--- config.mk ---
export PLATFORM = sky130hd
export DESIGN_NAME = fetch_sequencer
export DESIGN_NICKNAME = d
export VERILOG_FILES = /design/src/rtl/fetch_pkg.sv /design/src/rtl/opcode_length_decoder.sv /design/src/rtl/fetch_sequencer.sv
export SDC_FILE = /design/constraint.sdc
export NUM_CORES = 1
export LEC_CHECK = 0
export BUFFER_PORTS_ARGS = -buffer_cell sky130_fd_sc_hd__buf_2
export CORE_MARGIN = 2
export CORE_UTILIZATION = 35
export DETAILED_ROUTE_END_ITERATION = 10
export PLACE_DENSITY = 0.57
export SYNTH_ARGS = -nofsm -noshare
export SYNTH_HDL_FRONTEND = slang
export SYNTH_HIERARCHICAL = 1
export SYNTH_SLANG_ARGS = --single-unit
--- constraint.sdc ---
create_clock -name clk_in -period 2.79 [get_ports clk_in]
set_input_delay 0.1395 -clock clk_in [delete_from_list [all_inputs] [get_ports clk_in]]
set_output_delay 0.1395 -clock clk_in [all_outputs]
set_load 0.02 [all_outputs]
--- src/rtl/fetch_pkg.sv ---
// Shared fetch-stage types: FSM state encodings and the documented-6502
// opcode table giving {legal, length} for every opcode byte.
package fetch_pkg;

   typedef enum logic [2:0] {
      S_VEC_LO    = 3'd0,
      S_VEC_HI    = 3'd1,
      S_FETCH_OP  = 3'd2,
      S_FETCH_B1  = 3'd3,
      S_FETCH_B2  = 3'd4,
      S_ISSUE     = 3'd5,
      S_STEP_WAIT = 3'd6
   } fetch_state_t;

   typedef struct packed {
      logic       legal;
      logic [1:0] len;
   } op_info_t;

   // Undocumented opcodes fall through to length 1 so they still issue.
   function automatic op_info_t op_lookup(input logic [7:0] op);
      op_info_t r;
      case (op)
         8'h00, 8'h08, 8'h0A, 8'h18, 8'h28, 8'h2A, 8'h38, 8'h40, 8'h48, 8'h4A,
         8'h58, 8'h60, 8'h68, 8'h6A, 8'h78, 8'h88, 8'h8A, 8'h98, 8'h9A, 8'hA8,
         8'hAA, 8'hB8, 8'hBA, 8'hC8, 8'hCA, 8'hD8, 8'hE8, 8'hEA, 8'hF8:
            r = '{legal: 1'b1, len: 2'd1};
         8'h09, 8'h29, 8'h49, 8'h69, 8'hA0, 8'hA2, 8'hA9, 8'hC0, 8'hC9, 8'hE0,
         8'hE9,
         8'h05, 8'h06, 8'h24, 8'h25, 8'h26, 8'h45, 8'h46, 8'h65, 8'h66, 8'h84,
         8'h85, 8'h86, 8'hA4, 8'hA5, 8'hA6, 8'hC4, 8'hC5, 8'hC6, 8'hE4, 8'hE5,
         8'hE6,
         8'h15, 8'h16, 8'h35, 8'h36, 8'h55, 8'h56, 8'h75, 8'h76, 8'h94, 8'h95,
         8'hB4, 8'hB5, 8'hD5, 8'hD6, 8'hF5, 8'hF6, 8'h96, 8'hB6,
         8'h01, 8'h21, 8'h41, 8'h61, 8'h81, 8'hA1, 8'hC1, 8'hE1,
         8'h11, 8'h31, 8'h51, 8'h71, 8'h91, 8'hB1, 8'hD1, 8'hF1,
         8'h10, 8'h30, 8'h50, 8'h70, 8'h90, 8'hB0, 8'hD0, 8'hF0:
            r = '{legal: 1'b1, len: 2'd2};
         8'h0D, 8'h0E, 8'h20, 8'h2C, 8'h2D, 8'h2E, 8'h4C, 8'h4D, 8'h4E, 8'h6D,
         8'h6E, 8'h8C, 8'h8D, 8'h8E, 8'hAC, 8'hAD, 8'hAE, 8'hCC, 8'hCD, 8'hCE,
         8'hEC, 8'hED, 8'hEE,
         8'h1D, 8'h1E, 8'h3D, 8'h3E, 8'h5D, 8'h5E, 8'h7D, 8'h7E, 8'h9D, 8'hBC,
         8'hBD, 8'hDD, 8'hDE, 8'hFD, 8'hFE,
         8'h19, 8'h39, 8'h59, 8'h79, 8'h99, 8'hB9, 8'hBE, 8'hD9, 8'hF9, 8'h6C:
            r = '{legal: 1'b1, len: 2'd3};
         default:
            r = '{legal: 1'b0, len: 2'd1};
      endcase
      return r;
   endfunction

endpackage

--- src/rtl/opcode_length_decoder.sv ---
// Combinational opcode classifier: instruction length and documented flag.
module opcode_length_decoder
   import fetch_pkg::*;
(
   input  logic [7:0] i_opcode,
   output logic       o_legal,
   output logic [1:0] o_length
);

   op_info_t w_info;

   assign w_info   = op_lookup(i_opcode);
   assign o_legal  = w_info.legal;
   assign o_length = w_info.len;

endmodule

--- src/rtl/fetch_sequencer.sv ---
// Instruction fetch controller: owns the PC, gathers opcode plus operand bytes
// from the ROM and hands whole instructions to execute over valid/ready.
module fetch_sequencer
   import fetch_pkg::*;
#(
   parameter int          USE_RESET_VECTOR = 0,
   parameter logic [15:0] RESET_VECTOR     = 16'hFFFC,
   parameter logic [15:0] START_ADDR       = 16'h0000
) (
   input  logic        clk_in,
   input  logic        reset,
   output logic [15:0] mem_addr,
   output logic        mem_rd,
   input  logic [7:0]  mem_data,
   input  logic        step_mode,
   input  logic        step_pulse,
   output logic        instr_valid,
   input  logic        instr_ready,
   output logic [7:0]  instr_opcode,
   output logic [15:0] instr_operand,
   output logic [1:0]  instr_length,
   output logic [15:0] instr_pc,
   output logic        instr_illegal,
   input  logic        redirect_valid,
   input  logic [15:0] redirect_addr,
   output logic [15:0] pc,
   output logic [2:0]  state_dbg
);

   localparam fetch_state_t RESET_STATE = (USE_RESET_VECTOR != 0) ? S_VEC_LO : S_FETCH_OP;

   fetch_state_t r_state;
   fetch_state_t w_next;
   logic [15:0]  r_pc;
   logic [7:0]   r_opcode;
   logic [15:0]  r_operand;
   logic [1:0]   r_len;
   logic [15:0]  r_pc_op;
   logic         r_illegal;
   logic         w_dec_legal;
   logic [1:0]   w_dec_len;
   logic         w_redir;

   opcode_length_decoder u_dec (
      .i_opcode (mem_data),
      .o_legal  (w_dec_legal),
      .o_length (w_dec_len)
   );

   // Vector fetch ignores redirects; everywhere else a redirect wins.
   assign w_redir = redirect_valid &&
                    (r_state inside {S_FETCH_OP, S_FETCH_B1, S_FETCH_B2, S_ISSUE, S_STEP_WAIT});

   always_ff @(posedge clk_in or posedge reset) begin
      if (reset) r_state <= RESET_STATE;
      else       r_state <= w_next;
   end

   always_comb begin
      w_next = r_state;
      case (r_state)
         S_VEC_LO:    w_next = S_VEC_HI;
         S_VEC_HI:    w_next = S_FETCH_OP;
         S_FETCH_OP:  w_next = (w_dec_len == 2'd1) ? S_ISSUE : S_FETCH_B1;
         S_FETCH_B1:  w_next = (r_len == 2'd3) ? S_FETCH_B2 : S_ISSUE;
         S_FETCH_B2:  w_next = S_ISSUE;
         S_ISSUE:     if (instr_ready) w_next = step_mode ? S_STEP_WAIT : S_FETCH_OP;
         S_STEP_WAIT: if (step_pulse || !step_mode) w_next = S_FETCH_OP;
         default:     w_next = RESET_STATE;
      endcase
      if (w_redir) w_next = step_mode ? S_STEP_WAIT : S_FETCH_OP;
   end

   always_comb begin
      mem_rd   = 1'b0;
      mem_addr = r_pc;
      case (r_state)
         S_VEC_LO: begin
            mem_rd   = 1'b1;
            mem_addr = RESET_VECTOR;
         end
         S_VEC_HI: begin
            mem_rd   = 1'b1;
            mem_addr = RESET_VECTOR + 16'd1;
         end
         S_FETCH_OP, S_FETCH_B1, S_FETCH_B2: mem_rd = 1'b1;
         default: ;
      endcase
      // Bus is quiet while reset is held, even in the vector-fetch start state.
      if (reset) begin
         mem_rd   = 1'b0;
         mem_addr = 16'h0000;
      end
   end

   always_ff @(posedge clk_in or posedge reset) begin
      if (reset) begin
         r_pc      <= START_ADDR;
         r_opcode  <= 8'h00;
         r_operand <= 16'h0000;
         r_len     <= 2'd0;
         r_pc_op   <= 16'h0000;
         r_illegal <= 1'b0;
      end else if (w_redir) begin
         r_pc <= redirect_addr;
      end else begin
         case (r_state)
            S_VEC_LO: r_pc[7:0]  <= mem_data;
            S_VEC_HI: r_pc[15:8] <= mem_data;
            S_FETCH_OP: begin
               r_opcode  <= mem_data;
               r_pc_op   <= r_pc;
               r_len     <= w_dec_len;
               r_illegal <= ~w_dec_legal;
               r_operand <= 16'h0000;
               r_pc      <= r_pc + 16'd1;
            end
            S_FETCH_B1: begin
               r_operand[7:0] <= mem_data;
               r_pc           <= r_pc + 16'd1;
            end
            S_FETCH_B2: begin
               r_operand[15:8] <= mem_data;
               r_pc            <= r_pc + 16'd1;
            end
            default: ;
         endcase
      end
   end

   assign instr_valid   = (r_state == S_ISSUE);
   assign instr_opcode  = r_opcode;
   assign instr_operand = r_operand;
   assign instr_length  = r_len;
   assign instr_pc      = r_pc_op;
   assign instr_illegal = r_illegal;
   assign pc            = r_pc;
   assign state_dbg     = r_state;

endmodule
# After elaboration in Yosys (flattened, before gate mapping)
# Memories as Yosys holds them, arrays and structs flattened.
# Cells that the tools add are included.
[word_totals] reg_bits=62 mem_bits_ro=768 in_bits=30 output_inout_bits=80 elab_cells=54 memories=1
[mem_list] memory="(no name shown)" depth=256 word_bits=3 read_ports=1 rd_clocked_by_memory_dff=0 write_ports=0 line="fetch_pkg.sv:23" text="case (op)"
[classes] n_addsub=1 n_eq_ne=10 mux=16 n_bitwise=2 reduce_logical=15
[ops] op="8-bit one-hot mux with 2 select lines" count=4
[ops] op="16-bit two-way mux" count=2
[ops] op="16-bit one-hot mux with 2 select lines" count=1
[ops] op="3-bit one-hot mux with 6 select lines" count=1
[ops] op="16-bit by 1-bit adder with 16-bit output (second input constant)" count=1
[ops] op="3-bit two-way mux" count=5
[ops] op="3-bit equality test (second input constant)" count=3
[ops] op="2-bit AND reduction" count=4
[ops] op="3-bit by 2-bit equality test with 1-bit output (second input constant)" count=2
[ops] op="3-bit nonzero test" count=2
[ops] op="5-bit nonzero test" count=1
[ops] op="5-bit OR reduction" count=1
[ops] op="2-bit nonzero test" count=2
[ops] op="3-bit by 1-bit equality test with 1-bit output (second input constant)" count=1
[ops] op="3-bit zero test" count=1
[ops] op="1-bit two-way mux" count=3
[ops] op="3-bit by 1-bit != test with 1-bit output (second input constant)" count=1
[ops] op="3-bit by 2-bit != test with 1-bit output (second input constant)" count=1
[ops] op="3-bit OR reduction" count=1
[ops] op="2-bit by 1-bit equality test with 1-bit output (second input constant)" count=1
[ops] op="2-bit equality test (second input constant)" count=1
[ops] op="1-bit inverter" count=2
[ops] op="1-bit logical AND" count=1
[ops] op="1-bit zero test" count=1
[ops] op="1-bit logical OR" count=1

# Depth between registers and ports, before layout
# Gate-level depths: netlist of run 1.
[logic_depth] depth_word=5 mapped_depth=12 ltp_nobuf=12

# Hierarchy
# The synthesis of run 1 kept the hierarchy.
[by_module_without_submodules] mod="fetch_sequencer" n_inst=1 cells_each=366 area_each_um2=3369.5 seq_area_each_um2=1552.7
[by_module_without_submodules] mod="opcode_length_decoder" n_inst=1 cells_each=93 area_each_um2=631.9 seq_area_each_um2=0.0

# Worst setup path after synthesis of run 1
# OpenSTA, ideal clock, no wires.
[synth_timing] path_kind="input port to output port" from="in reset" to="out mem_addr[1]" arrival_ns=2.069 t_required_ns=2.651 path_slack_ns=0.582 stages=3 cell_sequence="clkbuf_1 inv_1 and3_1"
[synth_between] elab_chain_len=1
[synth_lines] item="from (decl)" line="fetch_sequencer.sv:11" text="input logic reset,"
[synth_lines] item="16-bit two-way mux" line="fetch_sequencer.sv:90" text="if (reset) begin"
[synth_lines] item="to (decl)" line="fetch_sequencer.sv:12" text="output logic [15:0] mem_addr,"
# Every way passes these cells.

# Final worst setup path of run 1
[layout_timing] from="reg r_state[2] (netlist: state_dbg[2])" to="out mem_addr[0]"
[layout_between] elab_chain_len=3 word_cells_on_any_way=4 classes_between="1 x eq/ne; 2 x mux; 1 x reduce/logical"
[layout_lines] item="from (decl)" line="fetch_sequencer.sv:32" text="fetch_state_t r_state;"
[layout_lines] item="from (signal assigned)" line="fetch_sequencer.sv:56" text="else r_state <= w_next;"
[layout_lines] item="3-bit by 1-bit equality test with 1-bit output or 3-bit zero test (tied branches)" line="fetch_sequencer.sv:77" text="case (r_state)"
[layout_lines] item="16-bit one-hot mux with 2 select lines (*)" line="fetch_sequencer.sv:77"
[layout_lines] item="16-bit two-way mux (*)" line="fetch_sequencer.sv:90"
# Every way passes the cells marked *; elsewhere a longest branch is shown, timed or not.

==> results of run 1 <==
-- how the worst min path moves through the flow --
stage | from | to | slack (ps) | cells past startpoint
after detailed placement | redirect_addr[4] | pc[4] | 350 | 2
final | redirect_addr[4] | pc[4] | 10 | 2
after CTS | redirect_addr[4] | pc[4] | 7 | 2
after floorplan | mem_data[2] | instr_operand[10] | 260 | 2
after global placement | redirect_addr[4] | pc[4] | 340 | 2
after global routing | redirect_addr[4] | pc[4] | 6 | 2
-- state kept, by name (all words and copies together) (netlist names) --
register,count
pc,16
instr_pc,16
instr_illegal,1
instr_length,2
instr_opcode,8
instr_operand,16
state_dbg,3
-- cells by family (layout without fill, tap and decap cells) --
family / count (synthesis) / count (layout) / share of synthesized area
XOR/XNOR: 4 / 4 / 0.008757
adder cells (fa/ha/maj): 5 / 5 / 0.01563
buffers and inverters: 46 / 153 / 0.05503
AND/OR/NAND/NOR: 168 / 168 / 0.2183
multiplexers: 29 / 29 / 0.08099
AO/OA/AOI/OAI: 145 / 145 / 0.2333
flip-flops: 62 / 62 / 0.3881
-- critical path, cell delays in order (launching register included) --
cell	delay, ps
dfrtp_1	490
nor2_1	740
nand2_1	260
a21oi_1	180
buf_2	180
-- layer usage --
| layer | wire (um) | GRT usage | vias up | share of wire |
|---|---|---|---|---|
| met5 | 0 | 0 | - | 0 |
| met4 | 144 | 0.07250 | 0 | 0.012 |
| met3 | 588 | 0.03445 | 11 | 0.048 |
| met2 | 5749 | 0.3080 | 114 | 0.47 |
| met1 | 5734 | 0.2841 | 1912 | 0.47 |
| li1 | - | - | 1875 | - |
-- placed cells by master (no fill, tap or decap), drive strengths merged, types with 4 or more instances in the layout --
cell type / n
clkbuf: 11
dfrtp: 61
buf: 121
mux2: 27
nand3: 12
o22ai: 12
nand2: 52
nand2b: 7
a211oi: 5
ha: 5
nand4: 4
inv: 17
a31oi: 5
nor2b: 7
nor3: 6
a21oi: 34
or2: 5
nor4: 5
and3: 5
o211ai: 7
nor2: 49
a2111oi: 6
o21ai: 46
-- layout make-up --
class	count	area [um2]	area share
multi-input combinational	351	2228	0.4502
sequential	62	1553	0.3137
timing repair buffer	121	635.6	0.1284
clock buffer	11	242.7	0.04904
tap	143	178.9	0.03615
inverter	17	63.81	0.01289
clock inverter	4	47.55	0.009606
-- report_power, final --
group          switching (mW)  internal, mW
Combinational            1.99          1.22
Sequential              0.479          1.34
Clock                   0.389         0.707
==> results by group, run 1 <==
Power
  – Lkg Pwr: 2.248 nW
  – Max VDD drop: 0.0005491 V
  – Power, Total: 6.128 mW
  – Power Dens Cells: 1238 nW/um2

Worst setup path
  – Number of cells on the worst reg-to-reg path: 6
  – Arrival @ worst endpoint: 2180 ps
  – Nature of the critical path endpoint: primary output
  – CP Launch Point: state_dbg[2]
  – Reg2reg setup slack: 500 ps
  – Crit Path Max Fanout: 11
  – Reg2Reg Launch Point: state_dbg[1]
  – WP data required: 2650 ps
  – CP Launch Type: flip-flop
  – Critical R2R Capture: pc[4]
  – Crit path to: mem_addr[0]
  – Crit Path Category: reg2out

STA
  – Fmax: 431.3 MHz
  – Max-slew violations: 0
  – Setup violators final: 0
  – Final WS setup: 471.5 ps
  – Clk_skew: 3.987 ps
  – Slew @ Worst Pin: 897.5 ps
  – Hold WS: 12.64 ps
  – Slew Limit Headroom: 0.3995
  – Crit path time final: 2318 ps
  – Final hold vios: 0
  – Period Utilization, post-route: 0.8310
  – Setup TNS: 0 ps
  – RSZ-0062 raised after global routing: false

Synthesis
  – Share of the synthesized area in the top cell type: 0.3815
  – Post-Syn Area: 4001 um2
  – EDFF count, synth: 0
  – Asr flop ratio synth: 1.000
  – Primary FF master, synth: dfrtp_1
  – Mean Syn Cell Area: 8.718 um2
  – Post-Syn Instances: 459
  – Synth Warn #: 6
  – Top post-synthesis cells by count: 61 x dfrtp_1, 51 x nand2_1, 47 x nor2_1
  – Most frequent cell after synthesis: dfrtp_1
  – Largest area contributor in the netlist: dfrtp_1
  – Syn nets: 494
  – Synth area leaders: dfrtp_1 38%, mux2_2 7.6%, o21ai_0 5.6%
  – Synthesized flop and latch total: 62
  – Sequential area share after synthesis: 0.3881
  – Netlist cell types: 73

CTS
  – CTS Sinks: 62
  – H-tree lvl count: 3
  – CTS resizes: 0
  – Clk buf depth: 2
  – Hold buffers post-CTS: 0
  – CTS Buf Count: 9
  – CTS root buf: clkbuf_16
  – Clock Latency Late Sink: 320 ps
  – Setup Buffers After CTS: 0
  – CTS tree: done
  – CTS clk-pin slew, worst paths: 60 ps

Floorplan
  – Ports: 110
  – Die X: 110.9 um
  – Core Area: 11270 um2
  – Core Rows: 39
  – Die Height: 110.9 um
  – Starting Density: 0.3550
  – Die area: 12300 um2

Place
  – GPL Wtd Cong: 0.9092
  – Input/output buffers: 109
  – Placed cell area: 4659 um2
  – Cell Count Post-Placement: 694
  – Detailed-placement wirelength estimate: 8.725 mm
  – DP Worst Slack: 351.7 ps

Global route
  – Largest net degree at the start of global routing: 37
  – Vias in the first global route: 3783
  – Initial antenna violation count: 0
  – Total gr overflow: 0
  – All-Layer GR Usage: 0.2002
  – Global-route wire length before repair: 20.00 mm

Final layout
  – Nets: 597
  – Final Cell Area: 4950 um2
  – Layout cell share with drive strength beyond 1: 0.3269
  – Area grow syn2layout: 23.70%
  – Number of diodes: 0
  – Final cell count without fillers: 709
  – Utilization after layout: 0.4391
  – Fill cell count: 1120

Drt
  – Per-cell routed wire length: 17.23 um
  – Final wirelength: 12.22 mm
  – Drt pass-1 iters: 4
  – DRC viols: 0
  – Drt initial violations: 317
  – Via count: 3912
  – Number of routed nets with antenna violations: 0
  – Drt via density: 5.518

Hold path
  – Min-delay worst type: in2reg

Run status
  – Outcome: completed

Run
  – Total of max-cap violations: 0
No activity file was read; power rests on OpenSTA's default activity.
==> run 2, diff against run 1 <==
Settings changed: ABC_AREA set to 1, PLACE_DENSITY 0.57 to 0.58.
Clock period 2.79 ns to 2.3 ns, I/O delays scaled along.
==> results by group, run 2 <==
Run status
  – Outcome: completed

STA
  – Setup TNS: 0 ps (unchanged)
  – Crit path time final: 2105 ps
  – Clk_skew: 7.587 ps (+3.600 ps)
  – Fmax: 475.0 MHz
  – Final hold vios: 0 (unchanged)
  – Slew @ Worst Pin: 498.1 ps (-399.4 ps)
  – RSZ-0062 raised after global routing: false
  – Max-slew violations: 0 (unchanged)
  – Period Utilization, post-route: 0.9153
  – Setup violators final: 0 (unchanged)
  – Slew Limit Headroom: 0.6674 (+0.2680)

Floorplan
  – Die Height: 108.4 um (-2.3%)
  – Core Area: 10750 um2 (-4.7%)
  – Core Rows: 38 (-2.6%)
  – Starting Density: 0.3547 (about the same)
  – Die X: 108.4 um (-2.3%)
  – Die area: 11740 um2 (-4.6%)
  – Ports: 110 (unchanged)

Synthesis
  – Sequential area share after synthesis: 0.4074 (+0.01936)
  – Most frequent cell after synthesis: nand2_1
  – Synthesized flop and latch total: 62 (unchanged)
  – Post-Syn Area: 3811 um2 (-4.8%)
  – Netlist cell types: 36 (-51%)
  – Post-Syn Instances: 524 (+14%)
  – Top post-synthesis cells by count: 126 x nand2_1, 73 x o21ai_0, 61 x dfrtp_1
  – Synth area leaders: dfrtp_1 40%, nand2_1 12%, o21ai_0 9.6%
  – Asr flop ratio synth: 1.000 (unchanged)
  – Mean Syn Cell Area: 7.273 um2 (-17%)
  – EDFF count, synth: 0 (unchanged)
  – Share of the synthesized area in the top cell type: 0.4005 (+0.01904)
  – Synth Warn #: 6 (unchanged)
  – Syn nets: 559 (+13%)
  – Largest area contributor in the netlist: dfrtp_1
  – Primary FF master, synth: dfrtp_1

Drt
  – Per-cell routed wire length: 15.58 um (-9.6%)
  – Final wirelength: 12.06 mm (-1.3%)
  – Drt pass-1 iters: 5 (+1)
  – Drt initial violations: 272 (-14%)
  – DRC viols: 0 (unchanged)
  – Number of routed nets with antenna violations: 0 (unchanged)
  – Via count: 3933 (+0.54%)
  – Drt via density: 5.081 (-7.9%)

Worst setup path
  – Slowest stage cell, crit path: dfrtp_1
  – Crit Path Category: reg2reg
  – Crit path max-delay family: simple AND/OR/NAND/NOR gates
  – Reg2Reg Launch Point: state_dbg[2]
  – WP data required: 2550 ps (-100 ps)
  – Reg2reg setup slack: 190 ps (-310 ps)
  – Arrival @ worst endpoint: 2350 ps (+170 ps)
  – Crit Path Max Fanout: 37 (+26)
  – Critical R2R Capture: pc[6]
  – Nature of the critical path endpoint: flip-flop
  – Worst Path Buf+Inv: 1 (unchanged)
  – Number of cells on the worst reg-to-reg path: 8 (+2)
  – CP Launch Type: flip-flop
  – Crit-path cells: inv_2, nand2_2, nand3_1, nand2_4, nand2_2, nand2_1, o21ai_0, a21oi_1
  – Most used cell, CP: nand2_2
  – CP peak stage delay: 500 ps (-240 ps)

Run
  – Total of max-cap violations: 0 (unchanged)

CTS
  – Clock Latency Late Sink: 350 ps (+30 ps)
  – CTS root buf: clkbuf_8
  – Clk buf depth: 2 (unchanged)
  – CTS Buf Count: 9 (unchanged)
  – CTS resizes: 0 (unchanged)
  – CTS tree: done
  – CTS Sinks: 62 (unchanged)
  – CTS clk-pin slew, worst paths: 70 ps (about the same)
  – Setup Buffers After CTS: 0 (unchanged)
  – H-tree lvl count: 3 (unchanged)

Hold path
  – HP Start: redirect_addr[7]
  – Worst hold stages: 3 (+1)
  – Min-delay worst type: in2reg
  – WHS Endpoint: pc[7]

Final layout
  – Commonest non-fill, non-tap cell in the layout: nand2_1
  – Nets: 664 (+11%)
  – Layout cell share with drive strength beyond 1: 0.2587 (-0.06818)
  – Area grow syn2layout: 23.18%
  – Most frequent cells in the layout: 126 x nand2_1, 109 x buf_2, 73 x o21ai_0, 61 x dfrtp_1, 56 x inv_1
  – Fill cell count: 1132 (+1.1%)
  – Multi-input gate area: 1889 um2 (-15%)
  – Number of diodes: 0 (unchanged)
  – Final Cell Area: 4695 um2 (-5.2%)
  – Reg area: 1553 um2 (unchanged)

Global route
  – Largest net degree at the start of global routing: 38 (+2.7%)
  – All-Layer GR Usage: 0.2112 (+0.01095)
  – Global-route wire length before repair: 18.93 mm (-5.4%)
  – Total gr overflow: 0 (unchanged)
  – Initial antenna violation count: 0 (unchanged)
  – Vias in the first global route: 3657 (-3.3%)

Place
  – Input/output buffers: 109 (unchanged)
  – GPL Wtd Cong: 0.9482 (+4.3%)
  – Detailed-placement wirelength estimate: 9.079 mm (+4.1%)
  – Placed cell area: 4436 um2 (-4.8%)

Power
  – Max VDD drop: 0.0006090 V (+11%)
  – Power Dens Cells: 1522 nW/um2 (+23%)
  – Lkg Pwr: 2.535 nW (+13%)
## run 2: changes by cell type in the layout (fill, tap and decap cells not counted), moves of 9 or more
cell	change
clkbuf_8	+10
mux2_2	-25
nand3_1	+31
clkbuf_16	-9
o21ai_0	+28
nand2_1	+75
inv_1	+41
## run 2: layout make-up
class                           instances  area share
Multi-Input combinational cell        379      0.4025
Clock buffer                           13     0.03385
Tap cell                              140     0.03731
Timing Repair Buffer                  115      0.1263
Inverter                               62     0.05011
Sequential cell                        62      0.3308
Clock inverter                          3     0.01919
## run 2: power breakdown
part	leakage (nW)	internal (mW)	switching [mW]	total [mW]
logic	1.63	1.19	2.66	3.85
registers	0.777	1.61	0.465	2.08
clock network	0.124	0.781	0.432	1.21
## run 2: per-stage QoR
stage	hold slack, ps	util	cells	worst slack [ps]	power, mW
after floorplan	272.4	-	524	246.9	4.761
after global placement	327.0	0.4128	757	354.6	5.852
after detailed placement	333.4	0.4128	757	268.8	5.915
after CTS	7.449	0.4369	774	248.5	7.162
after global routing	59.05	0.4369	774	60.00	7.718
final	28.78	0.4369	774	194.9	7.145
## run 2: kinds of logic after synthesis
kind of cell,after synthesis,synth area share
simple gates,247,0.3024
compound gates,124,0.1687
buf+inv,83,0.09685
flops,62,0.4074
fa+ha+maj,5,0.01641
mux,2,0.005909
xor+xnor,1,0.002299
## run 2: per-layer routing
| layer | up-vias | track usage | wire length, um | share of wire |
|---|---|---|---|---|
| met3 | 17 | 0.03737 | 686 | 0.057 |
| li1 | 1928 | - | - | - |
| met4 | 0 | 0.09158 | 265 | 0.022 |
| met2 | 137 | 0.3194 | 5558 | 0.46 |
| met5 | - | 0 | 0 | 0 |
| met1 | 1851 | 0.2962 | 5548 | 0.46 |
## run 2: tightest hold or removal path: cells and delay by family
kind                   cells  cell delay [ps]
buffers and inverters      1               90
AND/OR/NAND/NOR            1               70
AO/OA/AOI/OAI              1               60
## run 2: worst max-delay path by stage
stage	start	end	slack [ps]	cells past startpoint
after CTS	state_dbg[2]	pc[6]	250	8
final	state_dbg[2]	pc[6]	190	8
after floorplan	reset	instr_illegal	250	3
after global placement	state_dbg[2]	pc[6]	350	8
after global routing	state_dbg[2]	pc[6]	60	8
after detailed placement	state_dbg[2]	pc[6]	270	8
## run 2: timing repair
action	in CTS	in global routing
hold buffers	1	0
setup endpoints to repair	0	0
endpoints found under the hold margin	22	0
==> run 3, diff against run 2 <==
Settings changed: ABC_AREA 1 to not set, PLACE_DENSITY 0.58 to not set.
Clock period 2.3 ns to 2.45 ns, I/O delays scaled along.
==> results by group, run 3 (same netlist as run 1, synthesis figures left out) <==
CTS
  – CTS resizes: 0 (unchanged)
  – CTS Sinks: 62 (unchanged)
  – Clk buf depth: 2 (unchanged)
  – Setup Buffers After CTS: 0 (unchanged)
  – CTS root buf: clkbuf_16
  – Clock Latency Late Sink: 340 ps (about the same)
  – CTS Buf Count: 9 (unchanged)
  – CTS clk-pin slew, worst paths: 60 ps (about the same)
  – CTS tree: done
  – H-tree lvl count: 3 (unchanged)
  – Hold buffers post-CTS: 2 (+1)

Floorplan
  – Core Area: 11270 um2 (+4.9%)
  – Ports: 110 (unchanged)
  – Die X: 110.9 um (+2.4%)
  – Starting Density: 0.3550 (about the same)
  – Die Height: 110.9 um (+2.4%)
  – Die area: 12300 um2 (+4.8%)
  – Core Rows: 39 (+2.6%)

Hold path
  – Min-delay worst type: in2reg

Place
  – GPL Wtd Cong: 0.8810 (-7.1%)
  – Detailed-placement wirelength estimate: 9.230 mm (+1.7%)
  – Cell Count Post-Placement: 702 (-7.3%)
  – Placed cell area: 4720 um2 (+6.4%)
  – Input/output buffers: 109 (unchanged)

Worst setup path
  – Nature of the critical path endpoint: flip-flop
  – WP data required: 2720 ps (+170 ps)
  – Crit Path Category: reg2reg
  – CP Launch Type: flip-flop
  – Arrival @ worst endpoint: 2280 ps (-70 ps)
  – Crit Path Max Fanout: 12 (-68%)

STA
  – Period Utilization, post-route: 0.8201 (-0.09522)
  – Clk_skew: 7.321 ps (-0.2666 ps)
  – Setup violators final: 0 (unchanged)
  – Fmax: 497.7 MHz (+4.8%)
  – Crit path time final: 2009 ps (-96.00 ps)
  – Final hold vios: 0 (unchanged)
  – Max-slew violations: 0 (unchanged)
  – Slew @ Worst Pin: 541.5 ps (+43.39 ps)
  – RSZ-0062 raised after global routing: false
  – Slew Limit Headroom: 0.6390 (-0.02844)
  – Setup TNS: 0 ps (unchanged)
  – Hold WS: 6.163 ps (-22.61 ps)

Final layout
  – Final Cell Area: 5047 um2 (+7.5%)
  – Final cell count without fillers: 720 (-7.0%)
  – Nets: 607 (-8.6%)
  – Most frequent cells in the layout: 109 x buf_2, 61 x dfrtp_1, 51 x nand2_1, 47 x nor2_1, 45 x o21ai_0
  – Fill cell count: 1107 (-2.2%)
  – Commonest non-fill, non-tap cell in the layout: buf_2
  – Area grow syn2layout: 26.14%
  – Layout cell share with drive strength beyond 1: 0.3380 (+0.07928)
  – Number of diodes: 0 (unchanged)

Drt
  – Final wirelength: 12.71 mm (+5.4%)
  – DRC viols: 0 (unchanged)
  – Met3 routed wirelength: 662 um (-3.5%)
  – Via count: 3962 (+0.74%)
  – Drt initial violations: 241 (-11%)
  – Top sig layer: met4
  – Met2 routed WL: 5.943 mm (+6.9%)
  – Per-cell routed wire length: 17.65 um (+13%)
  – Drt pass-1 iters: 7 (+2)
  – Metal-1 WL: 5.890 mm (+6.2%)
  – Drt via density: 5.503 (+8.3%)
  – Number of routed nets with antenna violations: 0 (unchanged)

Global route
  – Vias in the first global route: 3885 (+6.2%)
  – Global-route wire length before repair: 20.58 mm (+8.7%)
  – Total gr overflow: 0 (unchanged)
  – Initial antenna violation count: 0 (unchanged)
  – All-Layer GR Usage: 0.2080 (-0.003155)
  – Largest net degree at the start of global routing: 36 (-5.3%)

Power
  – Power Dens Cells: 1409 nW/um2 (-7.4%)
  – Lkg Pwr: 2.302 nW (-9.2%)
  – Max VDD drop: 0.0005829 V (-4.3%)
  – Power, Total: 7.111 mW (-0.47%)

Run
  – Total of max-cap violations: 0 (unchanged)

Run status
  – Outcome: completed
## run 3: layer usage
metal / global-route usage / up-vias
li1: - / 1893
met1: 0.2933 / 1923
met2: 0.3219 / 130
met3: 0.03937 / 16
met4: 0.07000 / 0
met5: 0 / -
## run 3: stage by stage
stage / util / setup slack (ps)
after global routing: 0.4478 / 298.6
final: 0.4478 / 440.9
after detailed placement: 0.4187 / 226.4
after CTS: 0.4478 / 461.4
after global placement: 0.4187 / 267.8
after floorplan: - / 275.9
## run 3: final cells by class
class,instances,area [um2],share of cell area
Timing Repair Buffer,131,715.7,0.1418
Multi-Input combinational cell,351,2228,0.4415
Clock buffer,10,239.0,0.04735
Tap cell,143,178.9,0.03545
Inverter,17,63.81,0.01264
Clock inverter,6,68.82,0.01363
Sequential cell,62,1553,0.3076
## run 3: final timing paths
kind	from	endpoint	slack (ps)	cells past startpoint
hold reg to reg	instr_operand[1]	instr_operand[1]	480	2
min in group asynchronous	reset	instr_operand[8]	40	3
setup / recovery	state_dbg[1]	pc[0]	440	5
max in group asynchronous	reset	state_dbg[1]	2010	3
setup reg to reg	state_dbg[1]	pc[0]	440	5
hold / removal	redirect_addr[5]	pc[5]	6	3
## run 3: report_power, final
group          switching (mW)  internal (mW)
combinational            2.31           1.41
clock                   0.498          0.820
sequential              0.539           1.53
total                    3.35           3.76
## run 3: worst max-delay path, cell delays in order, from the launching register on
cell and delay [ps]:
dfstp_2 630, or2_1 320, and3_1 560, nand2_1 160, o31ai_1 100, a22o_1 170
